$ cat config.mk
export PLATFORM = sky130hd
export DESIGN_NAME = network_controller_flat
export DESIGN_NICKNAME = d
export VERILOG_FILES = /design/src/rtl/network_controller_pkg.sv /design/src/rtl/network_controller_if.sv /design/src/rtl/network_controller_mac.sv /design/src/rtl/network_controller.sv /design/src/flat_wrapper.sv
export SDC_FILE = /design/constraint.sdc
export NUM_CORES = 1
export LEC_CHECK = 0
export ABC_AREA = 1
export ABC_CLOCK_PERIOD_IN_PS = 10000
export BUFFER_PORTS_ARGS = -buffer_cell sky130_fd_sc_hd__buf_2
export CAP_MARGIN = 10
export CORE_ASPECT_RATIO = 1.5
export CORE_MARGIN = 2
export CORE_UTILIZATION = 48
export DETAILED_ROUTE_END_ITERATION = 7
export GPL_ROUTABILITY_DRIVEN = 0
export PLACE_DENSITY = 0.76
export SETUP_SLACK_MARGIN = 0.5
export SLEW_MARGIN = 5
export SYNTH_ARGS = -nofsm -noshare
export SYNTH_HDL_FRONTEND = slang
export SYNTH_SLANG_ARGS = --single-unit
$ cat constraint.sdc
create_clock -name clk -period 10 [get_ports clk]
set_input_delay 3 -clock clk [delete_from_list [all_inputs] [get_ports clk]]
set_output_delay 3 -clock clk [all_outputs]
set_load 0.005 [all_outputs]
$ cat src/rtl/network_controller_pkg.sv
// -----------------------------------------------------------------------------
// nn_pkg: shared definitions for the step-activation network controller.
//   state_e    - controller FSM states (IDLE, LOAD, MAC, DONE)
//   W_WIDTH    - signed width of each weight and input element
//   ACC_WIDTH  - signed accumulator width (4 products of 8x8 cannot overflow)
//   NUM_UNITS  - number of neurons (one 32-bit weight word each)
//   NUM_INPUTS - inputs per neuron (NUM_INPUTS*W_WIDTH == 32)
// -----------------------------------------------------------------------------
package nn_pkg;

    localparam int unsigned W_WIDTH    = 8;
    localparam int unsigned ACC_WIDTH  = 18;
    localparam int unsigned NUM_UNITS  = 4;
    localparam int unsigned NUM_INPUTS = 4;

    typedef enum logic [1:0] {
        ST_IDLE,
        ST_LOAD,
        ST_MAC,
        ST_DONE
    } state_e;

endpackage

$ cat src/rtl/network_controller_if.sv
// -----------------------------------------------------------------------------
// network_controller_if: host-side bus of the network controller.
//   weight_data  - packed weight word, byte k is the signed weight for input k
//   weight_addr  - unit index for a weight write
//   write_weight - level write strobe, sampled every cycle
//   start        - request one evaluation pass
//   in_data      - packed signed inputs, byte k is x[k]
//   result       - registered step outputs, bit u for unit u
//   busy         - evaluation in progress (LOAD or MAC)
//   done         - one-cycle completion pulse
//   write_err    - sticky flag: a weight write arrived while busy
// master = host side, slave = controller side.
// -----------------------------------------------------------------------------
interface network_controller_if #(
    parameter int unsigned NUM_UNITS = nn_pkg::NUM_UNITS
);
    logic [31:0]                  weight_data;
    logic [$clog2(NUM_UNITS)-1:0] weight_addr;
    logic                         write_weight;
    logic                         start;
    logic [31:0]                  in_data;
    logic [NUM_UNITS-1:0]         result;
    logic                         busy;
    logic                         done;
    logic                         write_err;

    modport master (
        output weight_data, weight_addr, write_weight, start, in_data,
        input  result, busy, done, write_err
    );

    modport slave (
        input  weight_data, weight_addr, write_weight, start, in_data,
        output result, busy, done, write_err
    );
endinterface

$ cat src/rtl/network_controller_mac.sv
// -----------------------------------------------------------------------------
// mac_unit: combinational multiply-accumulate step plus step activation.
//   acc_i      - running signed sum
//   w_i, x_i   - signed weight and input element
//   acc_next_o - acc_i + w_i*x_i
//   fire_o     - acc_next_o strictly greater than THRESHOLD
// -----------------------------------------------------------------------------
module mac_unit #(
    parameter int unsigned W_WIDTH   = nn_pkg::W_WIDTH,
    parameter int unsigned ACC_WIDTH = nn_pkg::ACC_WIDTH,
    parameter int          THRESHOLD = 0
) (
    input  logic signed [ACC_WIDTH-1:0] acc_i,
    input  logic signed [W_WIDTH-1:0]   w_i,
    input  logic signed [W_WIDTH-1:0]   x_i,
    output logic signed [ACC_WIDTH-1:0] acc_next_o,
    output logic                        fire_o
);
    localparam logic signed [ACC_WIDTH-1:0] THR = ACC_WIDTH'(THRESHOLD);

    logic signed [2*W_WIDTH-1:0] prod;

    always_comb begin
        prod       = w_i * x_i;
        // Signed size cast sign-extends the product into the accumulator width.
        acc_next_o = acc_i + ACC_WIDTH'(prod);
        fire_o     = (acc_next_o > THR);
    end
endmodule

$ cat src/rtl/network_controller.sv
// -----------------------------------------------------------------------------
// network_controller: sequential evaluator of NUM_UNITS step neurons.
// Holds the weight bank, FSM and unit/input counters; one MAC per cycle
// through mac_unit, so a pass is LOAD + NUM_UNITS*NUM_INPUTS MAC + DONE.
//   clk   - rising-edge clock
//   reset - asynchronous active-high reset
//   bus   - network_controller_if.slave (weights, start, inputs, status)
// Weight writes are accepted only in IDLE/DONE; writes while busy are dropped
// and flagged on write_err, which is cleared at the start of the next pass.
// -----------------------------------------------------------------------------
module network_controller
    import nn_pkg::*;
#(
    parameter int unsigned NUM_UNITS  = nn_pkg::NUM_UNITS,
    parameter int unsigned NUM_INPUTS = nn_pkg::NUM_INPUTS,
    parameter int unsigned W_WIDTH    = nn_pkg::W_WIDTH,
    parameter int          THRESHOLD  = 0
) (
    input  logic                clk,
    input  logic                reset,
    network_controller_if.slave bus
);
    localparam int unsigned AW = $clog2(NUM_UNITS);
    localparam int unsigned IW = $clog2(NUM_INPUTS);

    typedef logic [NUM_INPUTS-1:0][W_WIDTH-1:0] word_t;

    state_e                       state_q, state_d;
    word_t [NUM_UNITS-1:0]        w_q, w_d;
    word_t                        x_q, x_d;
    logic signed [ACC_WIDTH-1:0]  acc_q, acc_d;
    logic [AW-1:0]                u_q, u_d;
    logic [IW-1:0]                i_q, i_d;
    logic [NUM_UNITS-1:0]         result_q, result_d;
    logic                         werr_q, werr_d;

    logic signed [ACC_WIDTH-1:0]  acc_next;
    logic                         fire;
    logic                         last_i;
    logic                         last_u;

    assign last_i = (i_q == IW'(NUM_INPUTS - 1));
    assign last_u = (u_q == AW'(NUM_UNITS - 1));

    mac_unit #(
        .W_WIDTH   (W_WIDTH),
        .ACC_WIDTH (ACC_WIDTH),
        .THRESHOLD (THRESHOLD)
    ) u_mac (
        .acc_i      (acc_q),
        .w_i        (w_q[u_q][i_q]),
        .x_i        (x_q[i_q]),
        .acc_next_o (acc_next),
        .fire_o     (fire)
    );

    // State register
    always_ff @(posedge clk or posedge reset) begin
        if (reset) state_q <= ST_IDLE;
        else       state_q <= state_d;
    end

    // Next-state logic
    always_comb begin
        state_d = state_q;
        unique case (state_q)
            ST_IDLE: if (bus.start) state_d = ST_LOAD;
            ST_LOAD: state_d = ST_MAC;
            ST_MAC:  if (last_i && last_u) state_d = ST_DONE;
            ST_DONE: state_d = ST_IDLE;
            default: state_d = ST_IDLE;
        endcase
    end

    // FSM outputs
    always_comb begin
        bus.busy = (state_q == ST_LOAD) || (state_q == ST_MAC);
        bus.done = (state_q == ST_DONE);
    end

    // Datapath next-state
    always_comb begin
        w_d      = w_q;
        x_d      = x_q;
        acc_d    = acc_q;
        u_d      = u_q;
        i_d      = i_q;
        result_d = result_q;
        werr_d   = werr_q;

        if (bus.write_weight && (state_q == ST_IDLE || state_q == ST_DONE))
            w_d[bus.weight_addr] = bus.weight_data;

        unique case (state_q)
            ST_LOAD: begin
                x_d    = bus.in_data;
                acc_d  = '0;
                u_d    = '0;
                i_d    = '0;
                werr_d = 1'b0;
            end
            ST_MAC: begin
                if (last_i) begin
                    result_d[u_q] = fire;
                    acc_d         = '0;
                    i_d           = '0;
                    u_d           = u_q + AW'(1);
                end else begin
                    acc_d = acc_next;
                    i_d   = i_q + IW'(1);
                end
            end
            default: ;
        endcase

        // A rejected write in LOAD wins over the LOAD-time clear.
        if (bus.write_weight && (state_q == ST_LOAD || state_q == ST_MAC))
            werr_d = 1'b1;
    end

    always_ff @(posedge clk or posedge reset) begin
        if (reset) begin
            w_q      <= '0;
            x_q      <= '0;
            acc_q    <= '0;
            u_q      <= '0;
            i_q      <= '0;
            result_q <= '0;
            werr_q   <= 1'b0;
        end else begin
            w_q      <= w_d;
            x_q      <= x_d;
            acc_q    <= acc_d;
            u_q      <= u_d;
            i_q      <= i_d;
            result_q <= result_d;
            werr_q   <= werr_d;
        end
    end

    assign bus.result    = result_q;
    assign bus.write_err = werr_q;

endmodule

$ cat src/flat_wrapper.sv
// flat-port wrapper written by rule: the top's interface ports become plain ports
module network_controller_flat import nn_pkg::*;
#(
    parameter int unsigned NUM_UNITS  = nn_pkg::NUM_UNITS,
    parameter int unsigned NUM_INPUTS = nn_pkg::NUM_INPUTS,
    parameter int unsigned W_WIDTH    = nn_pkg::W_WIDTH,
    parameter int          THRESHOLD  = 0
)
  (clk, reset, bus_weight_data, bus_weight_addr, bus_write_weight, bus_start, bus_in_data, bus_result, bus_busy, bus_done, bus_write_err);
  network_controller_if #(.NUM_UNITS(NUM_UNITS)) bus_i ();
  input  logic clk;
  input  logic reset;
  input wire logic [$bits(bus_i.weight_data)-1:0] bus_weight_data;
  input wire logic [$bits(bus_i.weight_addr)-1:0] bus_weight_addr;
  input wire logic [$bits(bus_i.write_weight)-1:0] bus_write_weight;
  input wire logic [$bits(bus_i.start)-1:0] bus_start;
  input wire logic [$bits(bus_i.in_data)-1:0] bus_in_data;
  output wire logic [$bits(bus_i.result)-1:0] bus_result;
  output wire logic [$bits(bus_i.busy)-1:0] bus_busy;
  output wire logic [$bits(bus_i.done)-1:0] bus_done;
  output wire logic [$bits(bus_i.write_err)-1:0] bus_write_err;
  assign bus_i.weight_data = bus_weight_data;
  assign bus_i.weight_addr = bus_weight_addr;
  assign bus_i.write_weight = bus_write_weight;
  assign bus_i.start = bus_start;
  assign bus_i.in_data = bus_in_data;
  assign bus_result = bus_i.result;
  assign bus_busy = bus_i.busy;
  assign bus_done = bus_i.done;
  assign bus_write_err = bus_i.write_err;
  network_controller #(.NUM_UNITS(NUM_UNITS), .NUM_INPUTS(NUM_INPUTS), .W_WIDTH(W_WIDTH), .THRESHOLD(THRESHOLD)) u_core (.clk(clk), .reset(reset), .bus(bus_i));
endmodule
==> results.ini <==
[outcome]
outcome = finished clean

[critical_path]
cpLargestDelayFamily = adder cells
arrival_ns = 7.63
cp.required_ns = 10.34
worstPathMaxFanout = 68
rr_worst_depth = 26
crit_top_cell = nand2_1
worstSetupPathType = register to register
crit_path_start_kind = register
cp_slowest_stage_delay_ns = 0.88
crit_path_top_delay_cell = inv_2
path_buf_inv = 4
end_kind = register
cp.depth = 26

[synthesis]
synth.distinct_cells = 38
avgSynthCellArea_um2 = 8.44
synth_area_leader_cell = dfrtp_1
synth_ff_type = dfrtp_1
netlist.area_leader.share_pct = 39.7
synth_edf_count = 0
ys_seq_elements = 189
netlist_area_um2 = 11900
synth_common_cells = 322 x nand2_1, 220 x o21ai_0, 193 x inv_1
synthArstFlopShare_pct = 100
syn_nets = 1613
ys_top_cells_by_area = dfrtp_1 40%, fa_1 13%, nand2_1 10%
syn_inst = 1411
ys_warn_count = 0
synth-seq-area-share_pct = 39.7
synthMostInstantiatedCell = nand2_1

[job]
drv_cap = 0

[floorplan]
ios = 77
die_w_um = 133
core_area_um2 = 24300
fp.dieH_um = 197
dieArea_um2 = 26100
row_count = 70
initial_utilization_pct = 48.9

[detailed_routing]
first_pass_iters = 6
vias_per_cell = 5.41
via_count = 9677
drc = 0
drt-initial-drc-count = 757
antenna_left = 0
drt_wl_total_mm = 29.5
wire_per_inst_um = 16.5

[cells_and_area]
final_nets = 1655
antenna_cells = 0
drive_above_1_share_pct = 9.89
area_delta_synth_final_pct = 9.71

[timing]
min_period_ns = 7.29
slew_headroom_pct = 25.2
timing_hold_violations_final = 0
fin_crit_sh_pct = 72.9
setup_violations = 0
setup_tns_ns = 0
worst_slew_pin_slew_ns = 1.12
timing.final.ws_setup_ns = 2.71
clock_skew_ns = 0.00901
max_freq_mhz = 137
rsz0062_at_grt = no
drv_slew = 0

[place]
port_buffers = 76
dp_hpwl_mm = 20.4
pre_cts_ws_ns = 2.78

[min_path]
min_path_cells = 2
hold_path.class = register to register

[grt]
grt_max_degree = 109
grt_pass1_vias = 10100
gr-usage-all-layers_pct = 23.7
grt.overflow.total = 0
antenna_found_initial = 0
grt_pass1_wl_mm = 49.3

[clock_tree]
cts_buffers = 17
clock_latency_ns = 0.45
cts_resized = 0
cts_setup_buffers = 0
cts_sinks = 189
cts_max_level = 4
root_buffer = clkbuf_16
cts.clk_slew.worst_paths_ns = 0.07
cts_hold_buf = 0
cts_tree = done
clk_path_buf_depth = 2

-- path summary, 6_finish.rpt --
path | start | end | slack, ns
setup / recovery | u_core.u_q[0] | u_core.bus.result[2] | 2.71
hold / removal | u_core.x_q[14] | u_core.x_q[14] | 0.47
setup reg to reg | u_core.u_q[0] | u_core.bus.result[2] | 2.71
hold reg to reg | u_core.x_q[14] | u_core.x_q[14] | 0.47
max in group asynchronous | reset | u_core.bus.result[1] | 5.79
min in group asynchronous | reset | u_core.w_q[97] | 2.68
-- cell usage in the layout (no fill, tap or decap), types with 3 or more instances in the layout --
cell | Yosys | layout
nor2_2 | 4 | 4
nand3_2 | 1 | 5
o22ai_1 | 10 | 10
clkbuf_16 | 0 | 17
ha_1 | 52 | 52
a32oi_1 | 5 | 5
nand2_1 | 322 | 322
buf_4 | 5 | 11
o221ai_1 | 26 | 26
inv_6 | 0 | 3
fa_1 | 80 | 80
nand3_1 | 35 | 31
inv_2 | 8 | 8
nor2_1 | 129 | 129
o21ai_0 | 220 | 220
inv_1 | 193 | 192
o211ai_1 | 6 | 6
a21oi_1 | 17 | 17
clkbuf_1 | 40 | 3
xnor2_1 | 4 | 4
nand2_2 | 6 | 6
nand4_1 | 5 | 5
dfrtp_1 | 189 | 188
xor2_1 | 8 | 8
buf_2 | 13 | 76
a22o_1 | 10 | 10
-- routing by layer --
metal	vias to the layer above	track usage, %	wire (um)
met4	0	10.4	1010
met3	71	3.78	1560
met1	4704	28.5	11600
met5	-	0	0
li1	4583	-	-
met2	319	42.1	15300
-- kinds of logic after synthesis --
| family | Yosys count | synth area share [%] |
|---|---|---|
| simple gates | 510 | 17.1 |
| compound gates | 303 | 14.5 |
| xor+xnor | 12 | 0.883 |
| fa+ha+maj | 132 | 18.9 |
| flops | 189 | 39.7 |
| buf+inv | 265 | 8.92 |
-- tightest hold or removal path, stage by stage, from the launching register on --
cell and delay, ns:
dfrtp_1 0.34, nand2_1 0.05, nand2_1 0.05
-- through the flow --
step | std cells | cell area (um2) | hold WS (ns) | util [%]
finish | 1790 | 13100 | 0.474 | 53.7
global route | 1790 | 13100 | 0.505 | 53.7
CTS | 1790 | 13100 | 0.475 | 53.7
detailed placement | 1758 | 12500 | 0.458 | 51.3
global placement | 1758 | 12500 | 0.458 | 51.3
floorplan | 1411 | 11900 | 0.442 | -
-- state kept, by name, indices dropped and copies added, names as in the netlist --
name / flops
u_core.x_q: 32
u_core.state_q: 2
u_core.bus.write_err: 1
u_core.u_q: 2
u_core.w_q: 128
u_core.bus.result: 4
u_core.i_q: 2
u_core.acc_q: 18
-- final cells by class --
class                   instances  area, um2
clock buffers                  22        464
clock inverters                10        103
fillers                      2274      11300
inverters                     201        762
multi-input cells             957       6140
flip-flops and latches        189       4730
well taps                     324        405
repair buffers                 87        463
Power is not shown: default switching activity piles up to over one toggle a cycle in this logic, so the estimate is an artifact.
